### config.mk
export PLATFORM = sky130hd
export DESIGN_NAME = add_approx_pipe_flat
export DESIGN_NICKNAME = d
export VERILOG_FILES = /design/src/rtl/add_approx_if.sv /design/src/rtl/add_approx_pipe.sv /design/src/flat_wrapper.sv
export SDC_FILE = /design/constraint.sdc
export NUM_CORES = 1
export LEC_CHECK = 0
export BUFFER_PORTS_ARGS = -buffer_cell sky130_fd_sc_hd__buf_2
export CAP_MARGIN = 20
export CORE_MARGIN = 2
export CORE_UTILIZATION = 35
export DETAILED_ROUTE_END_ITERATION = 8
export GPL_TIMING_DRIVEN = 0
export PLACE_DENSITY = 0.52
export REMOVE_ABC_BUFFERS = 1
export SETUP_SLACK_MARGIN = 0.1
export SYNTH_ARGS = -nofsm -noshare
export SYNTH_HDL_FRONTEND = slang
export SYNTH_SLANG_ARGS = --single-unit
export TNS_END_PERCENT = 30
### constraint.sdc
create_clock -name clk -period 8.2 [get_ports clk]
set_clock_uncertainty 0.15 [all_clocks]
set_input_delay 0.41 -clock clk [delete_from_list [all_inputs] [get_ports clk]]
set_output_delay 0.41 -clock clk [all_outputs]
set_load 0.03 [all_outputs]
### src/rtl/add_approx_if.sv
// Operand/result handshake bundle for add_approx_pipe.
// Master drives operands and out_ready. Slave drives in_ready and the results.
interface add_approx_if #(
    parameter int WIDTH = 8,
    parameter int MAX_K = 4
);
    localparam int KW = $clog2(MAX_K + 1);

    logic             in_valid;
    logic             in_ready;
    logic [WIDTH-1:0] in_a;
    logic [WIDTH-1:0] in_b;
    logic [1:0]       in_mode;
    logic [KW-1:0]    in_k;
    logic             out_valid;
    logic             out_ready;
    logic [WIDTH:0]   out_sum;
    logic [WIDTH:0]   out_err;

    modport master (
        output in_valid, in_a, in_b, in_mode, in_k, out_ready,
        input  in_ready, out_valid, out_sum, out_err
    );

    modport slave (
        input  in_valid, in_a, in_b, in_mode, in_k, out_ready,
        output in_ready, out_valid, out_sum, out_err
    );
endinterface

### src/rtl/add_approx_pipe.sv
// Pipelined approximate unsigned adder with per-transaction mode/k and a
// run-time error monitor measured against the exact sum.
module add_approx_pipe #(
    parameter int WIDTH  = 8,
    parameter int MAX_K  = 4,
    parameter int STAGES = 2,
    parameter int ACC_W  = 32
) (
    input  logic             clk,
    input  logic             rst_n,
    add_approx_if.slave      bus,
    input  logic             stats_clr,
    output logic [ACC_W-1:0] err_cnt,
    output logic [ACC_W-1:0] txn_cnt,
    output logic [ACC_W-1:0] err_sum,
    output logic [WIDTH:0]   err_max
);
    localparam int KW = $clog2(MAX_K + 1);
    localparam int IW = $clog2(WIDTH);
    localparam int SW = WIDTH + 1;

    // Handshake: a beat moves when valid & ready are both high at a rising
    // edge; valid never depends on ready, and in_ready = !stall combinationally.
    logic stall;
    logic accept;
    logic xfer;

    logic [KW-1:0] k_eff;
    logic [IW-1:0] k_idx;
    logic [SW-1:0] ax, bx, mask, hi_sum, exact_sum, approx_sum, abs_err;
    logic          cin;

    logic          v_q   [STAGES];
    logic [SW-1:0] sum_q [STAGES];
    logic [SW-1:0] err_q [STAGES];

    always_comb begin
        k_eff = (bus.in_k > KW'(MAX_K)) ? KW'(MAX_K) : bus.in_k;
        k_idx = IW'(k_eff - 1'b1);
        ax        = {1'b0, bus.in_a};
        bx        = {1'b0, bus.in_b};
        exact_sum = ax + bx;
        mask      = (SW'(1) << k_eff) - SW'(1);
        hi_sum    = (ax >> k_eff) + (bx >> k_eff);
        cin       = 1'b0;
        if (k_eff != '0) cin = bus.in_a[k_idx] & bus.in_b[k_idx];
        case (bus.in_mode)
            2'd0:    approx_sum = exact_sum;
            2'd1:    approx_sum = ((hi_sum + SW'(cin)) << k_eff) | ((ax | bx) & mask);
            2'd2:    approx_sum = hi_sum << k_eff;
            // low k bits of the full sum are exactly (a_L + b_L) mod 2^k
            default: approx_sum = (hi_sum << k_eff) | (exact_sum & mask);
        endcase
        abs_err = (approx_sum > exact_sum) ? (approx_sum - exact_sum)
                                           : (exact_sum - approx_sum);
    end

    assign stall         = v_q[STAGES-1] & ~bus.out_ready;
    assign bus.in_ready  = ~stall;
    assign accept        = bus.in_valid & bus.in_ready;
    assign xfer          = v_q[STAGES-1] & bus.out_ready;
    assign bus.out_valid = v_q[STAGES-1];
    assign bus.out_sum   = sum_q[STAGES-1];
    assign bus.out_err   = err_q[STAGES-1];

    always_ff @(posedge clk) begin
        if (!rst_n) begin
            for (int i = 0; i < STAGES; i++) begin
                v_q[i]   <= 1'b0;
                sum_q[i] <= '0;
                err_q[i] <= '0;
            end
        end else if (!stall) begin
            v_q[0]   <= accept;
            sum_q[0] <= approx_sum;
            err_q[0] <= abs_err;
            for (int i = 1; i < STAGES; i++) begin
                v_q[i]   <= v_q[i-1];
                sum_q[i] <= sum_q[i-1];
                err_q[i] <= err_q[i-1];
            end
        end
    end

    logic [ACC_W:0] sum_ext;
    assign sum_ext = {1'b0, err_sum} + (ACC_W + 1)'(bus.out_err);

    always_ff @(posedge clk) begin
        if (!rst_n || stats_clr) begin
            err_cnt <= '0;
            txn_cnt <= '0;
            err_sum <= '0;
            err_max <= '0;
        end else if (xfer) begin
            if (txn_cnt != '1) txn_cnt <= txn_cnt + 1'b1;
            if ((bus.out_err != '0) && (err_cnt != '1)) err_cnt <= err_cnt + 1'b1;
            err_sum <= sum_ext[ACC_W] ? '1 : sum_ext[ACC_W-1:0];
            if (bus.out_err > err_max) err_max <= bus.out_err;
        end
    end
endmodule

### src/flat_wrapper.sv
// flat-port wrapper written by rule: the top's interface ports become plain ports
module add_approx_pipe_flat 
#(
    parameter int WIDTH  = 8,
    parameter int MAX_K  = 4,
    parameter int STAGES = 2,
    parameter int ACC_W  = 32
)
  (clk, rst_n, stats_clr, err_cnt, txn_cnt, err_sum, err_max, bus_in_valid, bus_in_a, bus_in_b, bus_in_mode, bus_in_k, bus_out_ready, bus_in_ready, bus_out_valid, bus_out_sum, bus_out_err);
  add_approx_if #(.WIDTH(WIDTH), .MAX_K(MAX_K)) bus_i ();
  input  logic clk;
  input  logic rst_n;
  input  logic stats_clr;
  output logic [ACC_W-1:0] err_cnt;
  output logic [ACC_W-1:0] txn_cnt;
  output logic [ACC_W-1:0] err_sum;
  output logic [WIDTH:0] err_max;
  input wire logic [$bits(bus_i.in_valid)-1:0] bus_in_valid;
  input wire logic [$bits(bus_i.in_a)-1:0] bus_in_a;
  input wire logic [$bits(bus_i.in_b)-1:0] bus_in_b;
  input wire logic [$bits(bus_i.in_mode)-1:0] bus_in_mode;
  input wire logic [$bits(bus_i.in_k)-1:0] bus_in_k;
  input wire logic [$bits(bus_i.out_ready)-1:0] bus_out_ready;
  output wire logic [$bits(bus_i.in_ready)-1:0] bus_in_ready;
  output wire logic [$bits(bus_i.out_valid)-1:0] bus_out_valid;
  output wire logic [$bits(bus_i.out_sum)-1:0] bus_out_sum;
  output wire logic [$bits(bus_i.out_err)-1:0] bus_out_err;
  assign bus_i.in_valid = bus_in_valid;
  assign bus_i.in_a = bus_in_a;
  assign bus_i.in_b = bus_in_b;
  assign bus_i.in_mode = bus_in_mode;
  assign bus_i.in_k = bus_in_k;
  assign bus_i.out_ready = bus_out_ready;
  assign bus_in_ready = bus_i.in_ready;
  assign bus_out_valid = bus_i.out_valid;
  assign bus_out_sum = bus_i.out_sum;
  assign bus_out_err = bus_i.out_err;
  add_approx_pipe #(.WIDTH(WIDTH), .MAX_K(MAX_K), .STAGES(STAGES), .ACC_W(ACC_W)) u_core (.clk(clk), .rst_n(rst_n), .bus(bus_i), .stats_clr(stats_clr), .err_cnt(err_cnt), .txn_cnt(txn_cnt), .err_sum(err_sum), .err_max(err_max));
endmodule
# [Word-level counts from Yosys, hierarchy flattened]
# Memories as Yosys holds them, arrays and structs flattened.
# Index checks and enable logic that the tools add are counted.
[totals] register_bits=105 ramBits=38 output_inout_bits=125 elab_cells=75 memories=3
[mem_list] memory="u_core.err_q" words=2 word_bits=9 rd=2 rd_ports_with_merged_regs=0 write_ports=2 line="add_approx_pipe.sv:35" text="logic [SW-1:0] err_q [STAGES];"
[mem_list] memory="u_core.sum_q" words=2 word_bits=9 rd=2 rd_ports_with_merged_regs=0 write_ports=2 line="add_approx_pipe.sv:34" text="logic [SW-1:0] sum_q [STAGES];"
[mem_list] memory="u_core.v_q" words=2 word_bits=1 rd=2 rd_ports_with_merged_regs=0 write_ports=2 line="add_approx_pipe.sv:33" text="logic v_q [STAGES];"
[classes] n_addsub=10 magnitude_cmp=4 eq_ne=4 shift=5 mux=19 bitwise=17 reduce_logical=9
[ops] operator="$add 32x1->32 const B" n=2
[ops] operator="$ne 32x32->1 const B" n=2
[ops] operator="$mux 9" n=5
[ops] operator="$add 32x9->33" n=1
[ops] operator="$mux 32" n=1
[ops] operator="$pmux 9 s3" n=1
[ops] operator="$and 9x9->9" n=2
[ops] operator="$gt 9x9->1" n=2
[ops] operator="$or 9x9->9" n=2
[ops] operator="$shl 9x3->9" n=2
[ops] operator="$shr 8x3->9" n=2
[ops] operator="$sub 9x9->9" n=2
[ops] operator="$add 8x8->9" n=1
[ops] operator="$add 9x1->9" n=1
[ops] operator="$add 9x9->9" n=1
[ops] operator="$mux 1" n=9
[ops] operator="$reduce_bool 9->1" n=1
[ops] operator="$shl 1x3->9 const A" n=1
[ops] operator="$sub 9x2->9 const B" n=1
[ops] operator="$or 8x8->8" n=1
[ops] operator="$bmux 1 s3" n=2
[ops] operator="$or 1x1->1" n=6
[ops] operator="$reduce_and 2->1" n=3
[ops] operator="$and 1x1->1" n=4
[ops] operator="12 further kinds" n=13

# [Logic depth before layout (Yosys ltp)]
# Gate-level depths: netlist of the first run.
[depth] word_depth=14 ltp_mapped=29

# [Worst setup path before layout of the first run]
# OpenSTA, ideal clock, no wires.
[synth_path] path_type="input to register" start="input bus_in_k[2]" end="memory u_core.err_q[0][5] (netlist name), data pin" setup_time_ns=0.262 t_arrival_ns=6.203 required_ns=7.788 slack_ns=1.585 cell_stages=28 n_path_buf=4 cell_sequence="buf_2 -> inv_1 -> nand2_1 -> clkbuf_1 -> clkbuf_1 -> buf_1 -> ha_1 -> xor2_1 -> mux4_2 -> nor2_1 -> ha_1 -> ha_1 -> a21boi_0 -> nand4_2 -> nor4_4 -> xnor2_1 -> mux2i_1 -> o221ai_1 -> o311a_1 -> ha_1 -> nand2_1 -> nor2_1 -> a21boi_0 -> o2111ai_1 -> nand2_2 -> mux2_2 -> nor3_1 -> nor3_1"
[synth_lines] element="start: declaration" line="flat_wrapper.sv:22" text="input wire logic [$bits(bus_i.in_k)-1:0] bus_in_k;"
[synth_lines] element="end: declaration" line="add_approx_pipe.sv:35"

==> summary.txt, run 1 <==
Outcome
  • Status: finished, final reports clean

Yosys
  • Flops & latches, synth: between 100 and 150
  • Number of synthesized flops with an enable pin: 38
  • Syn avg cell area: 8.36 um2
  • Netlist cell types: 87
  • Synth Area in Compound Gates: 18.0%
  • Top_reg_cell synth: dfxtp_1
  • Post-Syn Area: 10,000 um2
  • Post-synthesis adder-cell area fraction: 9.49%
  • Mapped Cells: 1,198
  • Largest family of logic cells by synthesized area: simple AND/OR/NAND/NOR gates
  • Synthesis warning total: 0
  • Mux share of post-synthesis cell area: 3.19%
  • Register area share after synthesis: roughly 32%
  • Xor/xnor share of the synthesized area: 7.77%
  • Synth Area in Simple Gates: 23.1%
  • Synth async-reset ratio: 0%

Timing
  • RSZ-0062 raised after global routing: false
  • Slew HR: 40.5%
  • Fin. Hold Viols: 0
  • Fin crit share: 89.8%
  • Max Slew Vio Count: 0
  • Final worst slack: 0.840 ns
  • # setup viols final: 0
  • Slew @ Worst Pin: 0.881 ns
  • Tmin final: 7.36 ns
  • FMAX: 0.136 GHz
  • Final TNS setup: 0 ns

Power
  • Worst vdd ir: 0.138 mV
  • Total power: between 0.002 and 0.0025 W
  • Leak Pwr: 4.99 nW
  • Power Dens Cells: 190 nW/um2

Route
  • Max layer used: met4
  • Post-DR vias/cell: approximately 5.2
  • Vias: ~9,000
  • Met3 Routed Length: 944 um
  • Met2 Routed Length: approximately 13,000 um
  • Iteration-0 DRC Markers: approximately 520
  • DRC: 0
  • Post-Route WL: 26,600 um
  • Wire length on met1: 12,700 um
  • Drt first pass iters: 5
  • Final ANT Viol Nets: 0
  • Routed length per instance: 15.7 um

Setup path
  • CP max FO: 32
  • WS Path Type: in2reg
  • Top delay family on crit path: compound AO/OA/AOI/OAI gates
  • WP data required: 8.29 ns
  • CP max stage cell: fa_1
  • Buf+Inv Stages, Crit Path: 3
  • Max stage delay on crit path: roughly 0.80 ns
  • Worst path arrival time: 7.45 ns
  • Startpoint types: input pin
  • Crit. End Element: flop

GRT
  • Pin count of the biggest net entering global routing: 56
  • Initial antenna violation count: 0
  • Total global routing track utilization: 17.7%
  • Vias in the first global route: 8,373
  • GR Overflow Total: 0
  • First-pass GRT wire length: 44,000 um

Placement
  • Pre-CTS setup slack: -0.846 ns
  • Gpl congestion: roughly 0.90
  • Placed instance area: 11,000 um2
  • Port Buf Inserts: 150
  • Dpl hpwl: between 15,000 and 20,000 um

Cells and area
  • Most frequent cells in the layout: 149 x buf_2, 135 x nor2_1, 105 x dfxtp_1
  • Inserted Diodes: 0
  • Layout Nets: 1,405
  • Commonest non-fill, non-tap cell in the layout: buf_2
  • Layout Utilization: 41.5%
  • Design Area, Final: ~12,000 um2
  • Layout cells sized above 1: between 15 and 20%
  • Area Growth Syn to Fin: 16.1%

Clock tree
  • Clock sink total: between 100 and 150
  • # H-tree levels: 4
  • Post-CTS setup buffer count: 0
  • Skew-Pair Late Insertion Delay: approximately 0.42 ns
  • Clk pin slew, worst setup/hold paths: ~0.050 ns
  • CTS tree: built
  • CTS max path bufs: 2
  • CTS Buf Count: 17
  • Hold_buf cts: 0
  • Clock root cell: clkbuf_16

Min path
  • Min-Delay Path Class: in2reg

Die
  • Die X: 173 um
  • Num ports: 151
  • Die Area: 30,000 um2
  • Initial Util: 35.8%
  • FP Rows: 61
  • Core Area: 28,000 um2
  • Die height: 173 um

Run
  • Max_cap viols: 0
## path summary, 6_finish.rpt
| kind | from | endpoint | slack (ns) | cells past startpoint |
|---|---|---|---|---|
| hold reg to reg | u_core.err_sum[28] | u_core.err_sum[28] | 0.35 | 2 |
| hold / removal | bus_in_valid | u_core.v_q[0][0] | 0.16 | 2 |
| setup reg to reg | u_core.err_q[0][9] | u_core.err_sum[23] | 4.62 | 11 |
| setup / recovery | bus_in_k[2] | u_core.err_q[0][5] | 0.84 | 26 |
## final cells by class
cell class	count	area [um2]
timing repair inverter	2	10.0
clock buffer	18	439
sequential	143	3240
multi-input combinational	918	6200
tap	378	473
fill	2909	16400
clock inverter	12	156
inverter	68	263
timing repair buffer	156	850
## metal layers
| layer | vias to the layer above | track usage, % |
|---|---|---|
| met4 | 0 | 4.80 |
| met5 | - | 0 |
| met3 | 25 | 2.53 |
| li1 | 4504 | - |
| met1 | 4176 | 23.6 |
| met2 | 179 | 29.8 |
## kinds of logic (layout without fill, tap and decap cells)
family | count (synthesis) | after routing
simple gates | 461 | 461
compound gates | 270 | 270
flops | 143 | 143
buf+inv | 137 | 256
xor+xnor | 85 | 85
fa+ha+maj | 73 | 73
mux | 29 | 29
## synth_stat cells, types with 3 or more instances
master / number / area [um2]
a211o_1: 3 / 26.3
a211oi_1: 15 / 113
a21o_1: 11 / 82.6
a21oi_1: 77 / 385
a31oi_1: 13 / 81.3
a41oi_1: 4 / 35.0
and2_1: 14 / 87.6
and3_1: 40 / 250
and4_1: 11 / 96.3
buf_1: 7 / 26.3
buf_2: 6 / 30.0
buf_4: 19 / 143
clkbuf_1: 35 / 131
dfxtp_1: 105 / 2100
edfxtp_1: 38 / 1140
fa_1: 5 / 100
ha_1: 68 / 851
inv_1: 66 / 248
mux2_2: 3 / 33.8
mux2i_1: 24 / 240
nand2_1: 91 / 342
nand2b_1: 8 / 50.1
nand3_1: 46 / 230
nand3_2: 3 / 30.0
nand3b_1: 4 / 30.0
nand4_1: 16 / 100
nand4b_1: 3 / 26.3
nor2_1: 135 / 507
nor2b_1: 10 / 62.6
nor3_1: 45 / 225
nor4_1: 6 / 37.5
nor4b_1: 4 / 35.0
o211a_1: 4 / 40.0
o211ai_1: 25 / 188
o21a_1: 15 / 113
o21ai_0: 55 / 275
o31ai_1: 4 / 30.0
o41ai_1: 3 / 26.3
or3_1: 11 / 68.8
xnor2_1: 39 / 342
xor2_1: 44 / 385
## report_power, final
part | switching [W] | leakage (nW) | total [W] | internal (W)
clock network | 0.000301 | 0.298 | 0.000786 | 0.000486
registers | 0.0000249 | 1.29 | 0.000800 | 0.000775
logic | 0.000386 | 3.41 | 0.000629 | 0.000243
## repair_timing
item	in CTS	in global routing
setup endpoints to repair	8	8
gates resized for setup	2	4
gates cloned	0	2
## flip-flops by register name, summed over array words and instances (netlist names)
name and count:
u_core.err_max 9, u_core.err_cnt 32, u_core.err_q 18, u_core.sum_q 18, u_core.err_sum 32, u_core.v_q 2, u_core.txn_cnt 32
## through the flow
step | hold slack [ns] | instances
after floorplan | 0.378 | 1129
after global placement | 0.327 | 1657
after detailed placement | 0.339 | 1663
after CTS | 0.138 | 1693
after global routing | 0.151 | 1695
final | 0.155 | 1695
No activity file was read; power rests on OpenSTA's default activity.
==> run 2: changes to the inputs <==
--- a/config.mk
+++ b/config.mk
@@ -8,10 +8,10 @@
 export BUFFER_PORTS_ARGS = -buffer_cell sky130_fd_sc_hd__buf_2
 export CAP_MARGIN = 20
 export CORE_MARGIN = 2
-export CORE_UTILIZATION = 35
+export CORE_UTILIZATION = 30
 export DETAILED_ROUTE_END_ITERATION = 8
 export GPL_TIMING_DRIVEN = 0
-export PLACE_DENSITY = 0.52
+export PLACE_DENSITY = 0.46
 export REMOVE_ABC_BUFFERS = 1
 export SETUP_SLACK_MARGIN = 0.1
 export SYNTH_ARGS = -nofsm -noshare
==> constraint.sdc (replaced) <==
create_clock -name clk -period 8.71 [get_ports clk]
set_clock_uncertainty 0.15 [all_clocks]
set_input_delay 0.4355 -clock clk [delete_from_list [all_inputs] [get_ports clk]]
set_output_delay 0.4355 -clock clk [all_outputs]
set_load 0.03 [all_outputs]
==> summary.txt, run 2 (synthesis gave the netlist of run 1 again) <==
Outcome
  • Status: finished, final reports clean

Timing
  • Fin. Hold Viols: 0 (unchanged)
  • FMAX: between 0.1 and 0.15 GHz
  • Slew @ Worst Pin: 0.911 ns (+0.0301 ns)
  • # setup viols final: 0 (unchanged)
  • Slew HR: 39.0% (-1.5 points)
  • Final worst slack: 0.897 ns (+0.0577 ns)
  • RSZ-0062 raised after global routing: false
  • Tmin final: 7.81 ns
  • Max Slew Vio Count: 0 (unchanged)
  • Fin crit share: about 90%

Min path
  • Min-Delay Path Class: in2reg

Clock tree
  • Clk pin slew, worst setup/hold paths: 0.06 ns (about the same)
  • Clock root cell: clkbuf_16
  • # H-tree levels: 4 (unchanged)
  • Skew-Pair Late Insertion Delay: 0.43 ns (about the same)
  • CTS tree: built
  • CTS Buf Count: 17 (unchanged)
  • Clock sink total: 143 (unchanged)
  • CTS max path bufs: 2 (unchanged)

Die
  • Die X: 187 um (+7.8%)
  • Num ports: 151 (unchanged)
  • Core Area: 32,700 um2 (+17%)
  • FP Rows: 66 (+8.2%)
  • Die Area: 34,900 um2 (+16%)
  • Die height: 187 um (+7.8%)
  • Initial Util: 30.6% (-5.1 points)

Cells and area
  • Layout Nets: 1,407 (+0.14%)
  • Post-Layout Cell Count: 1,762 (+4.0%)
  • Largest regs: u_core.err_cnt: 32 flops, u_core.err_sum: 32 flops, u_core.txn_cnt: 32 flops
  • Inserted Diodes: 0 (unchanged)
  • Area Growth Syn to Fin: 17.3%
  • Most frequent cells in the layout: 150 x buf_2, 135 x nor2_1, 105 x dfxtp_1
  • Commonest non-fill, non-tap cell in the layout: buf_2
  • Layout cells sized above 1: 16.9% (+0.11 points)

Route
  • Vias: 8,848 (-0.41%)
  • DRC: 0 (unchanged)
  • Routed length per instance: 16.0 um (+1.7%)
  • Final ANT Viol Nets: 0 (unchanged)
  • Iteration-0 DRC Markers: 424 (-19%)
  • Post-Route WL: 28,100 um (+5.8%)
  • Drt first pass iters: 6 (+1)
  • Post-DR vias/cell: 5.02 (-4.2%)

Run
  • Max_cap viols: 0 (unchanged)

Setup path
  • WP data required: 8.82 ns (+0.53 ns)
  • Crit. End Element: flop
  • Worst path arrival time: 7.92 ns (+0.47 ns)
  • R2r setup slk: 5.12 ns (+0.50 ns)
  • WS Path Type: in2reg
  • CP max FO: 31 (-3.1%)
  • Startpoint types: input pin

GRT
  • First-pass GRT wire length: 45,700 um (+3.8%)
  • GR Overflow Total: 0 (unchanged)
  • Total global routing track utilization: 15.9% (-1.7 points)
  • Vias in the first global route: 8,534 (+1.9%)
  • Gr busiest metal: met2
  • Met2 usage: 26.6% (-3.3 points)
  • Initial antenna violation count: 0 (unchanged)
  • Pin count of the biggest net entering global routing: 76 (+36%)
  • GR Util met3: 2.54% (+0.010 points)
  • Met1 Track Usage GR: 21.2% (-2.5 points)

Placement
  • Pre-CTS setup slack: -0.544 ns (+0.302 ns)
  • Gpl congestion: 0.830 (-8.3%)
  • Dpl cells: 1,726 (+3.8%)
  • Dpl hpwl: 20,900 um (+5.0%)
  • Port Buf Inserts: 150 (unchanged)

Power
  • Power Dens Cells: 182 nW/um2 (-4.4%)
  • Leak Pwr: 5.03 nW (+0.71%)
  • Worst vdd ir: 0.150 mV (+8.9%)
==> run 2: cell count changes in the layout (fill, tap and decap cells not counted), sizes merged <==
cell | before | now
buf | 155 | 159
clkbuf | 19 | 23
inv | 70 | 66
clkinvlp | 4 | 3
==> run 2: stage by stage <==
stage,TNS (ns),hold WS [ns],total power (W),util (%),area [um2]
3_5_place_dp,-2.86,0.339,0.00136,33.8,11100
6_report,0,0.180,0.00214,35.9,11700
2_1_floorplan,0,0.378,0.00120,-,9660
3_3_place_gp,-2.92,0.329,0.00136,33.5,11000
4_1_cts,0,0.161,0.00216,35.8,11700
5_1_grt,0,0.182,0.00226,35.9,11700
==> run 2: worst paths after layout <==
check	startpoint	end	depth (start not counted)
worst max register to register	u_core.err_q[0][9]	u_core.err_sum[23]	11
worst max-delay path	bus_in_k[2]	u_core.err_q[0][5]	27
worst min-delay path	bus_in_valid	u_core.v_q[0][0]	2
worst min register to register	u_core.txn_cnt[21]	u_core.txn_cnt[21]	2
==> run 2: timing repair <==
item | 4_1_cts | 5_1_grt
endpoints found under the setup margin | 5 | 8
gates resized for setup | 1 | 2
buffers inserted | 0 | 4
cloned | 0 | 1
endpoints found under the hold margin | 0 | 0
hold buffers | 0 | 0
==> run 2: layout make-up <==
cell class	count	area [um2]
Clock buffer	23	520
Clock inverter	8	125
Fill cell	3549	21000
Inverter	68	259
Multi-Input combinational cell	918	6190
Sequential cell	143	3240
Tap cell	442	553
Timing Repair Buffer	159	853
Timing Repair inverter	1	5.00
==> run 2: metal layers <==
layer | vias up | share of wire (%)
met1 | 4147 | 48
met3 | 28 | 3.1
li1 | 4502 | -
met4 | 0 | 1.5
met5 | - | 0
met2 | 171 | 47
==> run 2: power by group <==
part,internal (W),total (W),switching [W]
Sequential,0.000729,0.000753,0.0000236
Clock,0.000506,0.000788,0.000282
Combinational,0.000229,0.000598,0.000369
==> run 2: worst max-delay path, cell delays in order <==
cell and delay (ns):
buf_2 0.51, clkinvlp_4 0.17, buf_4 0.19, nand2_4 0.30, inv_1 0.44, nand2_1 0.18
o21ai_0 0.13, o211ai_1 0.19, o21ai_0 0.22, fa_1 0.80, ha_1 0.35, a21boi_0 0.27
nand4_2 0.16, nor4_4 0.33, xnor2_1 0.18, mux2i_1 0.18, o221ai_1 0.14, o311a_1 0.21
ha_1 0.42, nand2_1 0.13, nor2_1 0.22, a21boi_0 0.38, o2111ai_1 0.33, nand2_2 0.30
mux2_2 0.39, o21a_1 0.19, nor3_1 0.16
